File: src/rtl/prbs7_pkg.sv
// rtl/prbs7_pkg.sv - shared widths, default seed and FSM state type for the PRBS7 word generator
package prbs7_pkg;

  localparam int PRBS7_W = 7;
  localparam int WORD_W  = 32;
  localparam logic [PRBS7_W-1:0] DEFAULT_SEED = 7'h7F;

  typedef enum logic {IDLE, RUN} state_t;

  function automatic logic [WORD_W-1:0] bit_mask(input logic [4:0] pos);
    return WORD_W'(1) << pos;
  endfunction

endpackage

File: src/rtl/prbs7_gen32_if.sv
// rtl/prbs7_gen32_if.sv - control/status and word bus of the PRBS7 word generator
interface prbs7_gen32_if;
  import prbs7_pkg::*;

  logic                enable;
  logic                load_seed;
  logic [PRBS7_W-1:0]  seed;
  logic                inj_req;
  logic [4:0]          inj_pos;
  logic [15:0]         inj_period;
  logic [WORD_W-1:0]   dout;
  logic                dout_valid;
  logic                inj_busy;
  logic                seed_err;
  logic [31:0]         word_count;
  logic [15:0]         inj_total;

  modport master (
    input  enable, load_seed, seed, inj_req, inj_pos, inj_period,
    output dout, dout_valid, inj_busy, seed_err, word_count, inj_total
  );

  modport slave (
    output enable, load_seed, seed, inj_req, inj_pos, inj_period,
    input  dout, dout_valid, inj_busy, seed_err, word_count, inj_total
  );

endinterface

File: src/rtl/prbs7_word_next.sv
// rtl/prbs7_word_next.sv - unrolls 32 serial PRBS7 steps from a 7-bit state into one word
module prbs7_word_next
  import prbs7_pkg::*;
(
  input  logic [PRBS7_W-1:0] state,
  output logic [WORD_W-1:0]  word
);

  logic [PRBS7_W-1:0] chain;

  // chain[0] is the oldest bit; each step emits chain[1]^chain[0] and shifts it in at the top
  always_comb begin
    chain = state;
    word  = '0;
    for (int i = 0; i < WORD_W; i++) begin
      word[i] = chain[1] ^ chain[0];
      chain   = {word[i], chain[PRBS7_W-1:1]};
    end
  end

endmodule

File: src/rtl/prbs7_gen32.sv
// rtl/prbs7_gen32.sv - PRBS7 32-bit word generator with seed load, pause/resume and error injection
module prbs7_gen32
  import prbs7_pkg::*;
#(
  parameter logic [PRBS7_W-1:0] SEED = DEFAULT_SEED
)(
  input  logic           clk,
  input  logic           rst,
  prbs7_gen32_if.master  bus
);

  state_t              state;
  logic [PRBS7_W-1:0]  s;
  logic [PRBS7_W-1:0]  seed_eff;
  logic [PRBS7_W-1:0]  src_state;
  logic [WORD_W-1:0]   word;
  logic [WORD_W-1:0]   flip;
  logic [WORD_W-1:0]   dout;
  logic                dout_valid;
  logic                inj_busy;
  logic [4:0]          inj_pos_q;
  logic                seed_err;
  logic [31:0]         word_count;
  logic [15:0]         inj_total;
  logic [15:0]         per_cnt;
  logic [15:0]         per_next;
  logic                ss_hit;
  logic                per_hit;

  // a load in the same cycle as enable feeds the new seed straight into this word
  always_comb begin
    seed_eff  = (bus.seed == '0) ? DEFAULT_SEED : bus.seed;
    src_state = bus.load_seed ? seed_eff : s;
    ss_hit    = bus.enable && inj_busy;
    per_next  = per_cnt + 16'd1;
    per_hit   = bus.enable && (bus.inj_period != 16'd0) && (per_next >= bus.inj_period);
    flip      = '0;
    if (ss_hit || per_hit)
      flip = bit_mask(ss_hit ? inj_pos_q : bus.inj_pos);
  end

  prbs7_word_next u_word_next (
    .state (src_state),
    .word  (word)
  );

  always_ff @(posedge clk or posedge rst) begin
    if (rst) begin
      state      <= IDLE;
      s          <= SEED;
      dout       <= '0;
      dout_valid <= 1'b0;
      inj_busy   <= 1'b0;
      inj_pos_q  <= '0;
      seed_err   <= 1'b0;
      word_count <= '0;
      inj_total  <= '0;
      per_cnt    <= '0;
    end else begin
      case (state)
        IDLE: if (bus.enable)  state <= RUN;
        RUN:  if (!bus.enable) state <= IDLE;
        default: state <= IDLE;
      endcase

      dout_valid <= bus.enable;
      if (bus.enable) begin
        dout       <= word ^ flip;
        s          <= word[WORD_W-1 -: PRBS7_W];
        word_count <= word_count + 32'd1;
        if ((ss_hit || per_hit) && (inj_total != 16'hFFFF))
          inj_total <= inj_total + 16'd1;
      end else if (bus.load_seed) begin
        s <= seed_eff;
      end

      if (bus.load_seed && (bus.seed == '0))
        seed_err <= 1'b1;

      if (bus.inj_period == 16'd0)
        per_cnt <= '0;
      else if (bus.enable)
        per_cnt <= per_hit ? 16'd0 : per_next;

      // a request arriving while armed (including the applying cycle) is dropped
      if (ss_hit) begin
        inj_busy <= 1'b0;
      end else if (bus.inj_req && !inj_busy) begin
        inj_busy  <= 1'b1;
        inj_pos_q <= bus.inj_pos;
      end
    end
  end

  assign bus.dout       = dout;
  assign bus.dout_valid = dout_valid;
  assign bus.inj_busy   = inj_busy;
  assign bus.seed_err   = seed_err;
  assign bus.word_count = word_count;
  assign bus.inj_total  = inj_total;

endmodule

File: src/flat_wrapper.sv
// flat-port wrapper written by rule: the top's interface ports become plain ports
module prbs7_gen32_flat import prbs7_pkg::*;
#(
  parameter logic [PRBS7_W-1:0] SEED = DEFAULT_SEED
)
  (clk, rst, bus_enable, bus_load_seed, bus_seed, bus_inj_req, bus_inj_pos, bus_inj_period, bus_dout, bus_dout_valid, bus_inj_busy, bus_seed_err, bus_word_count, bus_inj_total);
  prbs7_gen32_if bus_i ();
  input  logic clk;
  input  logic rst;
  input wire logic [$bits(bus_i.enable)-1:0] bus_enable;
  input wire logic [$bits(bus_i.load_seed)-1:0] bus_load_seed;
  input wire logic [$bits(bus_i.seed)-1:0] bus_seed;
  input wire logic [$bits(bus_i.inj_req)-1:0] bus_inj_req;
  input wire logic [$bits(bus_i.inj_pos)-1:0] bus_inj_pos;
  input wire logic [$bits(bus_i.inj_period)-1:0] bus_inj_period;
  output wire logic [$bits(bus_i.dout)-1:0] bus_dout;
  output wire logic [$bits(bus_i.dout_valid)-1:0] bus_dout_valid;
  output wire logic [$bits(bus_i.inj_busy)-1:0] bus_inj_busy;
  output wire logic [$bits(bus_i.seed_err)-1:0] bus_seed_err;
  output wire logic [$bits(bus_i.word_count)-1:0] bus_word_count;
  output wire logic [$bits(bus_i.inj_total)-1:0] bus_inj_total;
  assign bus_i.enable = bus_enable;
  assign bus_i.load_seed = bus_load_seed;
  assign bus_i.seed = bus_seed;
  assign bus_i.inj_req = bus_inj_req;
  assign bus_i.inj_pos = bus_inj_pos;
  assign bus_i.inj_period = bus_inj_period;
  assign bus_dout = bus_i.dout;
  assign bus_dout_valid = bus_i.dout_valid;
  assign bus_inj_busy = bus_i.inj_busy;
  assign bus_seed_err = bus_i.seed_err;
  assign bus_word_count = bus_i.word_count;
  assign bus_inj_total = bus_i.inj_total;
  prbs7_gen32 #(.SEED(SEED)) u_core (.clk(clk), .rst(rst), .bus(bus_i));
endmodule
File: config.mk
export PLATFORM = sky130hd
export DESIGN_NAME = prbs7_gen32_flat
export DESIGN_NICKNAME = d
export VERILOG_FILES = /design/src/rtl/prbs7_pkg.sv /design/src/rtl/prbs7_gen32_if.sv /design/src/rtl/prbs7_word_next.sv /design/src/rtl/prbs7_gen32.sv /design/src/flat_wrapper.sv
export SDC_FILE = /design/constraint.sdc
export NUM_CORES = 1
export LEC_CHECK = 0
export BUFFER_PORTS_ARGS = -buffer_cell sky130_fd_sc_hd__buf_4
export CAP_MARGIN = 25
export CORE_MARGIN = 5
export CORE_UTILIZATION = 25
export DETAILED_ROUTE_END_ITERATION = 8
export GPL_TIMING_DRIVEN = 1
export SLEW_MARGIN = 20
export SYNTH_ARGS = -nofsm -noshare
export SYNTH_HDL_FRONTEND = slang
export SYNTH_HIERARCHICAL = 1
export SYNTH_SLANG_ARGS = --single-unit
File: constraint.sdc
create_clock -name clk -period 5.6 [get_ports clk]
set_input_delay 1.12 -clock clk [delete_from_list [all_inputs] [get_ports clk]]
set_output_delay 1.12 -clock clk [all_outputs]
set_load 0.01 [all_outputs]
==> flow_summary.toml, run 1 <==
[floorplanning]
die_area_um2 = 29500
io_pins = 116
die_height_um = 172
rows = 59
coreArea_um2 = 25900
start_util_pct = 25.2
die_w_um = 172

[run_status]
status = "completed"

[sta]
rsz0062_at_grt = "no"
setup_violations = 0
post-route-min-period_ps = 4630
relSlewSlack_pct = 46.2
max_freq_ghz = 0.216
setup-tns-final_ps = 0
hold_violations = 0
tightest_slew_ps = 786
fin_crit_sh_pct = 82.8
finClkSkew_ps = 12.2
worst_slack_ps = 966
report.final.slew_viol_count = 0

[clocking]
clock-sinks = 111
clkTransAtPathRegs_ps = 80
cts_tree = "yes"
cts_resized = 0
clk_latency_ps = 360
post-cts-setup-buffer-count = 0
cts_buffer_depth = 2
numCtsBuffers = 9
cts_root_buf = "clkbuf_16"
htree_levels = 3
ctsHoldBuffers = 0

[final_layout]
nNetsFinal = 831
drive_above_1_share_pct = 21.9
area_growth_syn_to_layout_pct = 23.0
final_cells = 1119
diodes = 0

[min_path]
min_path_type = "reg2reg"

[logic_synthesis]
synth_area_leader_cell = "dfrtp_1"
syn_nets = 731
synthCells = 679
syn_avg_cell_area_um2 = 9.62
ys_seq_elements = 111
synth_area_um2 = 6530
yosys.area.top_type_share_pct = 39.8
ys.flop_type = "dfrtp_1"
yosys.cell_types.count = 49
synth-seq-area-share_pct = 42.7
yosysWarnings = 6
yosysMostFrequentCell = "dfrtp_1"
synth_edf_count = 0
synth_commonest_cells = "dfrtp_1, xnor2_1, nand2_1, nor2_1, a31oi_1"
synthTopCellsByArea = "dfrtp_1, xnor2_1, xor2_1, or4_1, ha_1"
async_flop_share_pct = 100

[global_route]
grt_pass1_vias = 5089
antenna_found_initial = 0
grt_max_degree = 75
track_usage_pct = 12.0
grt_pass1_wl_um = 28200
grt-ovfl-total = 0

[power_and_ir_drop]
power.leakage_nw = 3.57
vdd_drop_max_uv = 148
total_power_mw = 3.19
p_per_area_nw_per_um2 = 397

[placed_design]
gp_congestion = 0.807
place_ws_ps = 1050
place.port_buffers = 115
place_hpwl_um = 13300
dpl.cell_count = 1102

[route]
firstDrtPassIters = 5
drc_errors = 0
first_iter_violations = 327
wl_per_cell_um = 15.9
ant_nets = 0
dr_total_vias = 5439
avgViaCountPerCell = 4.86
wl_um = 17800

[setup_path]
worstSetupStartpointType = "flip-flop"
arrival_ps = 4900
crit_path_end_kind = "flip-flop"
cp_data_required_time_ps = 5870
path_max_fanout = 38
worstSetupPathType = "reg2reg"

[run]
cap_violations = 0
stage by stage:
| step | util [%] | hold WS [ps] | cell area, um^2 |
|---|---|---|---|
| finish | 31.0 | 477 | 8030 |
| global route | 31.0 | 511 | 8030 |
| CTS | 30.9 | 480 | 8020 |
| detailed placement | 29.8 | 458 | 7730 |
| global placement | 29.6 | 456 | 7680 |
| floorplan | - | 472 | 6530 |
worst max-delay path: stages (launching register included):
cell and delay [ps]:
dfrtp_1 430, ha_1 270, nand3_1 180, nor2b_1 340, and4_1 290, xor2_1 80
ha_1 270, nand4_1 150, or3_1 440, or4_1 560, a31o_2 490, buf_4 320
or4_1 510, a31oi_1 190
power breakdown:
part | leakage (nW) | switching [mW] | internal, mW
clock | 0.136 | 0.331 | 0.312
sequential | 1.38 | 0.171 | 1.03
combinational | 2.05 | 0.736 | 0.613
total | 3.57 | 1.24 | 1.95
cells in the final DEF (no fill, tap or decap), drive strengths merged, types with 4 or more instances in the layout:
cell	synthesis	layout
buf	13	125
xnor2	61	61
nor2	48	48
and3	18	18
nor3	10	10
ha	19	19
and4	6	6
mux2	16	16
clkbuf	23	9
nor2b	4	4
o21ai	17	17
and2	6	6
nand4	18	18
nand2b	9	9
dfrtp	104	104
a31oi	35	35
nor4	8	8
xor2	31	31
a21oi	7	7
inv	32	35
or4	32	32
mux2i	7	7
nand3	34	34
nand2	52	52
dfstp	7	7
a21o	8	8
nor3b	6	6
o31ai	31	31
flip-flops by register name (all words and copies together) (netlist names):
register               cells
u_core/bus.inj_busy        1
u_core/s                   7
u_core/inj_pos_q           5
u_core/bus.dout_valid      1
u_core/bus.dout           32
u_core/bus.seed_err        1
u_core/bus.word_count     32
u_core/per_cnt            16
u_core/bus.inj_total      16
kinds of logic (layout without fill, tap and decap cells):
family	Yosys count	after routing	share of synthesized area, %
adders and majority gates	19	19	3.64
and+or+nand+nor	257	257	21.0
xor gates and xnor gates	93	93	13.3
DFF	111	111	42.7
buffers and inverters	68	173	4.58
muxes	23	23	3.83
AOI/OAI and AO/OA	108	108	10.9
cell type report:
| cell class | instances | area (um^2) |
|---|---|---|
| clock buffer | 9 | 225 |
| clock inverter | 7 | 63.8 |
| fill | 2706 | 17900 |
| inverter | 32 | 123 |
| multi-input combinational | 500 | 3460 |
| sequential | 111 | 2790 |
| tap | 335 | 419 |
| timing repair buffer | 125 | 957 |
path summary, 6_finish.rpt:
path	from	to	slack [ps]	cells past startpoint
max in group asynchronous	rst	u_core/bus.word_count[1]	3750	4
min	u_core/bus.seed_err	u_core/bus.seed_err	480	1
max reg2reg	u_core/per_cnt[0]	u_core/bus.dout[5]	970	13
min reg2reg	u_core/bus.seed_err	u_core/bus.seed_err	480	1
max	u_core/per_cnt[0]	u_core/bus.dout[5]	970	13
min in group asynchronous	rst	u_core/bus.inj_total[10]	780	2
layer usage:
layer	share of wire (%)	track usage [%]	vias up
met5	0	0	-
met4	1.7	4.06	0
met3	5.6	2.23	18
met2	45	17.9	150
met1	47	17.5	2632
li1	-	-	2639
(Power assumes the default switching activity.)
==> run 2, diff against run 1 <==
clock period = 4.14 ns   (was 5.6 ns; I/O delays follow)
==> run 2 against run 1 <==
Net effect: utilization rose by 0.79 points; combinational power rose by 39%; first-iteration DRC count down 9.2%; cell count increased by 1.5%; non-clock buffer count up 17; total power increased by 40%; sequential share of layout area down 0.86 points; via count rose by 1.2%; critical path type unchanged.
==> flow_summary.toml, run 2 (synthesis results as in run 1) <==
[clocking]
cts_root_buf = "clkbuf_16"
htree_levels = 3
clkTransAtPathRegs_ps = 80
cts_buffer_depth = 2
clock-sinks = 111
cts_tree = "yes"
clk_latency_ps = 350
numCtsBuffers = 9

[setup_path]
crit_path_end_kind = "flip-flop"
worstSetupPathDepth = 13
reg2reg_slack_ps = 170
cp_data_required_time_ps = 4410
slowest_delay_ps = 550
r2r-end = "u_core/bus.dout[23]"
r2r_cells = 13
path_cells = "and3_1 > and3_4 > and3_1 > and3_1 > xor2_1 > ha_1 > nand4_1 > or3_4 > or4_4 > a31o_4 > buf_12 > or4_1 > a31oi_1"
path_max_fanout = 33
cp_top_family = "simple AND/OR/NAND/NOR gates"
crit_buf_inv = 1
worstSetupPathType = "reg2reg"
worstSetupStartpointType = "flip-flop"
crit_path_frequent_cell = "and3_1"
arrival_ps = 4230
reg2reg_from = "u_core/per_cnt[3]"
cpMaxStageDelayCell = "or4_4"

[route]
firstDrtPassIters = 4
avgViaCountPerCell = 4.85
wl_um = 18400
drc_errors = 0
wl_per_cell_um = 16.2
dr_total_vias = 5505
first_iter_violations = 297
ant_nets = 0

[sta]
finClkSkew_ps = 11.0
setup-tns-final_ps = 0
setup_violations = 0
report.final.slew_viol_count = 0
fin_crit_sh_pct = 95.8
post-route-min-period_ps = 3970
hold_violations = 0
relSlewSlack_pct = 39.5
max_freq_ghz = 0.252
rsz0062_at_grt = "no"
tightest_slew_ps = 908
hold_ws_ps = 469

[power_and_ir_drop]
p_int_mw = 2.82
p_per_area_nw_per_um2 = 544
power_frac_seq_pct = 36.3
vdd_drop_max_uv = 295
netSwitchingPower_mw = 1.66
power.leakage_nw = 3.69
combPwrFrac_pct = 41.8
power.share.clock_pct = 21.9
switching_share_pct = 37.0

[final_layout]
most-common-layout-cells = "buf_4, dfrtp_1, xnor2_1"
area_growth_syn_to_layout_pct = 26.1
utilization_pct = 31.8
diodes = 0
nNetsFinal = 848
drive_above_1_share_pct = 23.6
largest_registers = "u_core/bus.dout (32), u_core/bus.word_count (32)"
layout_commonest_cell = "buf_4"

[floorplanning]
start_util_pct = 25.2
coreArea_um2 = 25900
die_area_um2 = 29500
die_w_um = 172
io_pins = 116
rows = 59
die_height_um = 172

[global_route]
track_usage_pct = 12.3
grt_pass1_wl_um = 29000
grt_max_degree = 70
grt-ovfl-total = 0
antenna_found_initial = 0
grt_pass1_vias = 5393

[min_path]
whs_endpoint = "u_core/bus.seed_err"
min_from = "u_core/bus.seed_err"
worstHoldPathCells = 1
min_path_type = "reg2reg"

[run_status]
status = "completed"

[placed_design]
place.port_buffers = 115
place_hpwl_um = 13200
gp_congestion = 0.810

[run]
cap_violations = 0
-- run 2: cell count changes in the layout (fill, tap and decap cells not counted), sizes merged --
cell / delta
buf: +16
clkbuf: +4
inv: -3
bufinv: +2
clkinvlp: -2
-- run 2: final cells by class --
| cell class | count | area [um^2] |
|---|---|---|
| Clock buffer | 12 | 256 |
| Clock inverter | 4 | 77.6 |
| Fill cell | 2693 | 17700 |
| Inverter | 32 | 123 |
| Multi-Input combinational cell | 500 | 3470 |
| Sequential cell | 111 | 2790 |
| Tap cell | 335 | 419 |
| Timing Repair Buffer | 142 | 1110 |
-- run 2: how the worst max path moves through the flow --
| stage | from | slack, ps | end |
|---|---|---|---|
| floorplan | u_core/per_cnt[2] | 190 | u_core/bus.inj_total[15] |
| global placement | u_core/per_cnt[3] | 150 | u_core/bus.inj_total[15] |
| detailed placement | u_core/per_cnt[3] | 90 | u_core/bus.inj_total[15] |
| CTS | u_core/per_cnt[3] | 60 | u_core/bus.dout[30] |
| global route | u_core/per_cnt[3] | 20 | u_core/bus.dout[20] |
| finish | u_core/per_cnt[3] | 170 | u_core/bus.dout[23] |
-- run 2: per-stage QoR --
stage	instances	cell area [um^2]	setup slack (ps)	power, mW
floorplan	679	6530	188	2.77
global placement	1116	7840	148	3.46
detailed placement	1117	7840	88.5	3.50
CTS	1133	8170	64.7	4.50
global route	1136	8240	19.6	4.78
finish	1136	8240	174	4.48
-- run 2: timing repair --
item                       CTS  global route
setup endpoints to repair    0            33
gates resized for setup      0             5
hold buffers                 0             0
buffers inserted             0             2
-- run 2: worst reg2reg max path, stage by stage, from the launching register on --
cell and delay, ps:
dfrtp_1 420, and3_1 190, and3_4 200, and3_1 190, and3_1 200, xor2_1 150, ha_1 310, nand4_1 120
or3_4 410, or4_4 550, a31o_4 260, buf_12 170, or4_1 530, a31oi_1 190
-- run 2: power groups by stage --
stage               logic [mW]  clock network, mW  registers, mW
global placement          1.83                  0           1.63
floorplan                 1.09                  0           1.68
detailed placement        1.85                  0           1.65
CTS                       1.86               1.01           1.63
global route              2.06               1.06           1.66
finish                    1.87              0.980           1.63
-- run 2: per-layer routing --
metal,global-route usage (%),routed length [um],vias to the layer above
li1,-,-,2677
met4,3.72,290,0
met5,0,0,-
met1,16.9,8720,2676
met3,2.32,821,18
met2,19.6,8560,134
